--- src/rtl/rom_pkg.sv ---
`default_nettype none
// ==========================================================================
// rom_pkg : shared ROM geometry and burst-reader state encoding | rev 1.0
// ==========================================================================
package rom_pkg;

   localparam int ROM_ADDR_W = 4;
   localparam int ROM_DATA_W = 8;

   typedef enum logic [1:0] {
      IDLE    = 2'd0,
      ISSUE   = 2'd1,
      CAPTURE = 2'd2,
      PRESENT = 2'd3
   } rom_state_t;

endpackage
`default_nettype wire

--- src/rtl/rom_burst_reader.sv ---
`default_nettype none
// ==========================================================================
// rom_burst_reader : walks a ROM address burst, streams words out | rev 1.0
// ==========================================================================
module rom_burst_reader
   import rom_pkg::*;
#(
   parameter int ADDR_W = ROM_ADDR_W,
   parameter int DATA_W = ROM_DATA_W,
   parameter int LEN_W  = ADDR_W + 1
) (
   input  logic              clk,
   input  logic              rst_n,
   input  logic              start,
   input  logic [ADDR_W-1:0] base_addr,
   input  logic [LEN_W-1:0]  burst_len,
   output logic              rom_enable,
   output logic [ADDR_W-1:0] rom_addr,
   input  logic [DATA_W-1:0] rom_data,
   output logic [DATA_W-1:0] out_data,
   output logic              out_valid,
   input  logic              out_ready,
   output logic              busy,
   output logic              done
);

   rom_state_t        state;
   rom_state_t        state_d;
   logic [ADDR_W-1:0] addr;
   logic [LEN_W-1:0]  remaining;
   logic              load;
   logic              handshake;
   logic              zero_req;
   logic              last_word;

   assign last_word = (remaining == LEN_W'(1));

   always_comb begin
      state_d   = state;
      load      = 1'b0;
      handshake = 1'b0;
      zero_req  = 1'b0;
      case (state)
         IDLE: begin
            if (start) begin
               if (burst_len != '0) begin
                  load    = 1'b1;
                  state_d = ISSUE;
               end else begin
                  zero_req = 1'b1;
               end
            end
         end
         ISSUE:   state_d = CAPTURE;
         CAPTURE: state_d = PRESENT;
         PRESENT: begin
            if (out_ready) begin
               handshake = 1'b1;
               state_d   = last_word ? IDLE : ISSUE;
            end
         end
         default: state_d = IDLE;
      endcase
   end

   always_ff @(posedge clk) begin
      if (!rst_n) state <= IDLE;
      else        state <= state_d;
   end

   // The address counter only moves on load or handshake, so it doubles as
   // rom_addr and naturally holds its value outside ISSUE.
   always_ff @(posedge clk) begin
      if (!rst_n) begin
         addr      <= '0;
         remaining <= '0;
         out_data  <= '0;
         out_valid <= 1'b0;
         done      <= 1'b0;
      end else begin
         done <= zero_req || (handshake && last_word);
         if (load) begin
            addr      <= base_addr;
            remaining <= burst_len;
         end
         if (state == CAPTURE) begin
            out_data  <= rom_data;
            out_valid <= 1'b1;
         end
         if (handshake) begin
            out_valid <= 1'b0;
            remaining <= remaining - LEN_W'(1);
            if (!last_word) addr <= addr + ADDR_W'(1);
         end
      end
   end

   assign rom_enable = (state == ISSUE);
   assign rom_addr   = addr;
   assign busy       = (state != IDLE);

endmodule
`default_nettype wire
--- config.mk ---
export PLATFORM = sky130hd
export DESIGN_NAME = rom_burst_reader
export DESIGN_NICKNAME = d
export VERILOG_FILES = /design/src/rtl/rom_pkg.sv /design/src/rtl/rom_burst_reader.sv
export SDC_FILE = /design/constraint.sdc
export NUM_CORES = 1
export LEC_CHECK = 0
export ABC_AREA = 1
export BUFFER_PORTS_ARGS = -buffer_cell sky130_fd_sc_hd__buf_2
export CORE_UTILIZATION = 49
export DETAILED_ROUTE_END_ITERATION = 8
export PLACE_DENSITY = 0.77
export SLEW_MARGIN = 20
export SYNTH_ARGS = -nofsm -noshare
export SYNTH_HDL_FRONTEND = slang
export SYNTH_SLANG_ARGS = --single-unit
--- constraint.sdc ---
create_clock -name clk -period 1.94 [get_ports clk]
set_input_delay 0.097 -clock clk [delete_from_list [all_inputs] [get_ports clk]]
set_output_delay 0.097 -clock clk [all_outputs]
set_load 0.02 [all_outputs]
; ---- Word-level counts from Yosys, hierarchy flattened
; Index checks and enable logic that the tools add are counted.
[word_totals]
inputBits = 21
reg_bits = 21
elab_cells = 42
output_inout_bits = 16
[op_classes]
n_reduce_logical = 8
n_eq_ne = 7
addsub = 2
mux = 18
bitwise = 1
[ops]
columns = cell, n
row1 = $mux 4, 3
row2 = $mux 5, 2
row3 = $mux 1, 9
row4 = $pmux 2 s4, 1
row5 = $mux 2, 3
row6 = $ne 2x2->1 const B, 3
row7 = $eq 5x1->1 const B, 1
row8 = $reduce_bool 5->1, 1
row9 = $sub 5x1->5 const B, 1
row10 = $add 4x1->4 const B, 1
row11 = $eq 2x2->1 const B, 2
row12 = $reduce_bool 2->1, 2
row13 = $reduce_and 3->1, 1
row14 = $eq 2x1->1 const B, 1
row15 = $logic_not 2->1, 1
row16 = $reduce_or 2->1, 1
row17 = $logic_and 1x1->1, 1
row18 = $logic_or 1x1->1, 1
row19 = $not 1->1, 1

; ---- Logic depth before layout (Yosys ltp)
[depth]
word_depth = 7
mapped_depth = 11
ltp_nobuf = 10

; ---- Least setup slack after synthesis
; Ideal clock, no wire load.
[synth_timing]
kind = reg-to-reg
from = register state[0]
to = register addr[3], in the netlist rom_addr[3]
required_ns = 1.823
setup_ns = 0.117
synth_period_minus_slack_ns = 1.342
setup_slack_ns = 0.598
path_stages_with_launch = 12
path_buffers = 1
arrival_ns = 1.225
cell_sequence = dfxtp_1 -> inv_1 -> ha_1 -> nand2_1 -> inv_1 -> nand2_2 -> buf_6 -> inv_2 -> nand2_1 -> nand2_1 -> nor2_1 -> nor2_1
[synth_via]
elab_chain_len = 5
elab_cells_between_ends = 7
cone_classes = eq/ne: 1 / mux: 5 / reduce/logical: 1
[synth_rtl]
columns = item, line
row1 = start: declaration, rom_burst_reader.sv:27  ; rom_state_t state;
row2 = start signal: assignment, rom_burst_reader.sv:68  ; else state <= state_d;
row3 = $logic_not 2->1, rom_burst_reader.sv:43  ; case (state)
row4 = $mux 1, rom_burst_reader.sv:43
row5 = $mux 4, rom_burst_reader.sv:82  ; if (load) begin
row6 = $mux 4, rom_burst_reader.sv:93  ; if (!last_word) addr <= addr + ADDR_W'(1);
row7 = $mux 4 (*), rom_burst_reader.sv:90  ; if (handshake) begin
row8 = end signal: assignment, rom_burst_reader.sv:83  ; addr <= base_addr;
row9 = end signal: assignment, rom_burst_reader.sv:93
row10 = end: declaration, rom_burst_reader.sv:29  ; logic [ADDR_W-1:0] addr;
; Mark *: on every way between the ends. The rest lies on a longest branch, timed or not.
; A chain may end at the register's enable or synchronous reset.

; ---- Worst setup path after layout
[layout_timing]
from = register state[0]
to = register remaining[2]
[layout_via]
elab_chain_len = 3
elab_cells_between_ends = 6
cone_classes = eq/ne: 1 / mux: 3 / reduce/logical: 2
[layout_rtl]
columns = item, line
row1 = $eq 2x2->1 or $logic_not 2->1 (tied branches), rom_burst_reader.sv:43
row2 = $mux 1, rom_burst_reader.sv:43
row3 = $mux 5 or $reduce_bool 2->1 (tied branches), n/a
row4 = end signal: assignment, rom_burst_reader.sv:84  ; remaining <= burst_len;
row5 = end signal: assignment, rom_burst_reader.sv:92  ; remaining <= remaining - LEN_W'(1);
row6 = end: declaration, rom_burst_reader.sv:30  ; logic [LEN_W-1:0] remaining;
; Parallel ways exist; a longest one is shown, timed or not.

==> impl_metrics.tcl <==
set metrics [dict create \
    cts_htree_levels 1 \
    grt_pass1_vias 1097 \
    tritoncts "yes" \
    outcome "complete, no violations" \
    yosys_register_bits 21 \
    placed_insts 222 \
    start_util_pct 51.9 \
    rows 17 \
    dieArea_mm2 0.00254 \
    n_antenna_cell 0 \
    clockBufferDepth 2 \
    die-height_um 50.4 \
    syn_avg_cell_area_um2 7.13 \
    area_delta_synth_final_pct 19.5 \
    vdd_ir_drop_max_mv 0.671 \
    timing.hold.ws_ps 21.5 \
    root_buffer "sky130_fd_sc_hd__clkbuf_4" \
    finalNonFillerCells 226 \
    die_width_um 50.4 \
    ant_nets 0 \
    detail_route.wirelength_um 2610 \
    reg2reg_from "state[0]" \
    biggest_fanout_along_the_worst_timing_path 11 \
    cp-start-kind "flop" \
    grt_max_degree 17 \
    power_density_mw_per_mm2 1270 \
    final.min_clock_period_ps 1630 \
    post_drt_wl_per_cell_um 11.5 \
    route.vias.total 1149 \
    seq_area_frac_synth_pct 36.6 \
    timing.hold.worst.class "in2reg" \
    final_estimated_routing_congestion_in_global_placement 0.857 \
    ioPinCount 37 \
    period_utilisation_layout_pct 84.2 \
    cts.sinks 21 \
    drc 0 \
    worst-r2r-cell-count 8 \
    syn_inst 161 \
    reg2reg_slack_ps 310 \
    clkTransAtPathRegs_ps 120 \
    leakagePower_nw 0.729 \
    path_class "reg2reg" \
    placement.cell_area_mm2 0.00134 \
    share_of_final_layout_standard_cells_stronger_than_drive_strength_1_pct 25.8 \
    post-dp-hpwl_um 2040 \
    first_pass_grt_wire_length_um 4530 \
    clk-insertion-delay-late_ps 290 \
    final_nets 228 \
    tightestPinTransition_ps 325 \
    antenna_found_initial 0 \
    synthesis.nets 190 \
    p_total_mw 1.74 \
    fmax_mhz 613 \
    final_core_util_pct 62.0 \
    pre_cts_slack_ps 362 \
    cts.hold.buffers_added 0 \
    post_cts_sizing 0 \
    cp_max_delay_cell "sky130_fd_sc_hd__dfxtp_1" \
    cp_data_arrival_time_ps 1880 \
    setup_tns_ps 0 \
    crit_path_end_kind "flop" \
    final-max-slew-violation-count 0 \
    first_iter_violations 18 \
    timing.hold.worst_endpoint "out_data[4]" \
    finalHoldViolations 0 \
    finish.instance_area_mm2 0.00137 \
    worst_path_largest_cell_delay_ps 430 \
    core_mm2 0.00221 \
    rsz_0062_raised_after_global_routing "false" \
    synth.yosys.warnings 0 \
    global_route.overflow_total 0 \
    timing.hold.worst.start "rom_data[4]" \
    cts_setup_buffers 0 \
    routed_via_density 5.08 \
    placement.io_buffers 36 \
    max_cap_viol_count 0 \
    worst_path_required_ps 2190 \
    global_routing_usage_summed_across_all_routing_layers_pct 23.3 \
    worst_hold_path.num_cells 3 \
    crit_path_cell_trace "inv_1 -> ha_1 -> nand2_1 -> inv_1 -> nand2_2 -> nand2_1 -> a21oi_1 -> and2_1" \
    netlist_area_mm2 0.00115 \
    finalWorstSetupSlack_ps 307 \
    firstDrtPassIters 4 \
    timing.max_slew.rel_slack_pct 78.4 \
    setup-violations-final 0 \
    worstReg2RegEnd "remaining[2]" \
    cts-buffers-inserted 3 \
    synth.distinct_cells 27 \
    worst_clk_skew_ps 1.39 \
]
[final cells by class]
class	instances	area (um^2)
fill	218	841
multi-input combinational	117	628
sequential	21	420
timing repair buffer	36	180
inverter	20	80.1
tap	28	35.0
clock buffer	3	22.5
clock inverter	1	5.00
[registers in the layout (all words and copies together) (netlist names)]
| signal | cells |
|---|---|
| state | 2 |
| out_data | 8 |
| out_valid | 1 |
| remaining | 5 |
| rom_addr | 4 |
| done | 1 |
[cell usage after synthesis (all sizes together)]
| master | number | share of area [%] |
|---|---|---|
| buf | 1 | 0.98 |
| ha | 8 | 8.7 |
| nor2 | 29 | 11 |
| a31oi | 1 | 0.55 |
| a21oi | 4 | 1.7 |
| clkbuf | 2 | 0.65 |
| clkinv | 1 | 0.76 |
| inv | 19 | 6.2 |
| nand3 | 17 | 8.7 |
| nand3b | 1 | 0.65 |
| o21a | 1 | 0.65 |
| dfxtp | 21 | 37 |
| o211ai | 1 | 0.65 |
| xnor2 | 2 | 1.5 |
| nor3 | 2 | 0.87 |
| nand4 | 3 | 1.6 |
| o21ai | 13 | 5.7 |
| or2 | 1 | 0.55 |
| nand2 | 31 | 11 |
| o22ai | 1 | 0.55 |
| and2 | 2 | 1.1 |
[layout by cell type, fill, tap and decap left out, types with 2 or more instances in the layout]
cell type,Yosys,routed
sky130_fd_sc_hd__a21oi_1,4,4
sky130_fd_sc_hd__and2_1,2,2
sky130_fd_sc_hd__buf_2,0,36
sky130_fd_sc_hd__clkbuf_4,0,3
sky130_fd_sc_hd__dfxtp_1,21,21
sky130_fd_sc_hd__ha_1,8,8
sky130_fd_sc_hd__inv_1,17,17
sky130_fd_sc_hd__inv_2,2,2
sky130_fd_sc_hd__nand2_1,29,29
sky130_fd_sc_hd__nand2_2,2,2
sky130_fd_sc_hd__nand3_1,14,14
sky130_fd_sc_hd__nand3_2,3,3
sky130_fd_sc_hd__nand4_1,3,3
sky130_fd_sc_hd__nor2_1,26,26
sky130_fd_sc_hd__nor2_2,2,2
sky130_fd_sc_hd__nor3_1,2,2
sky130_fd_sc_hd__o21ai_0,10,10
sky130_fd_sc_hd__o21ai_1,3,3
sky130_fd_sc_hd__xnor2_1,2,2
[critical path, delay by kind of cell (launching register included)]
family,cells,cell delay (ps)
AOI/OAI and AO/OA,1,160
adders and majority gates,1,240
buffers and inverters,2,190
DFF,1,430
and+or+nand+nor,4,570
[layer usage]
layer | global-route usage [%] | vias up | wire [um]
met3 | 3.94 | 2 | 130
li1 | - | 588 | -
met4 | 8.80 | 0 | 15
met5 | 0 | - | 0
met1 | 26.0 | 519 | 1140
met2 | 43.3 | 40 | 1320
[worst max path at each step]
stage,startpoint,end,slack [ps],cells after the start
after global placement,state[0],rom_addr[3],510,10
after global routing,state[0],remaining[2],170,8
after detailed placement,state[0],remaining[2],360,8
final,state[0],remaining[2],310,8
after CTS,state[0],remaining[2],340,8
after floorplan,state[0],rom_addr[3],600,11
[cell families after synthesis]
kind of cell / count (synthesis) / share of synthesized area [%]
AND/OR/NAND/NOR: 86 / 34.7
buffers and inverters: 23 / 8.62
AO/OA/AOI/OAI: 21 / 9.82
flip-flops: 21 / 36.6
adder cells (fa/ha/maj): 8 / 8.72
XOR/XNOR: 2 / 1.53
[report_power, final]
group          internal [mW]  leakage (nW)  total [mW]  switching, mW
Sequential             0.569         0.172       0.672          0.103
Combinational          0.303         0.539       0.862          0.559
Clock                 0.0766        0.0177       0.205          0.128
Total                  0.948         0.729        1.74          0.790
(Power assumes the default switching activity.)
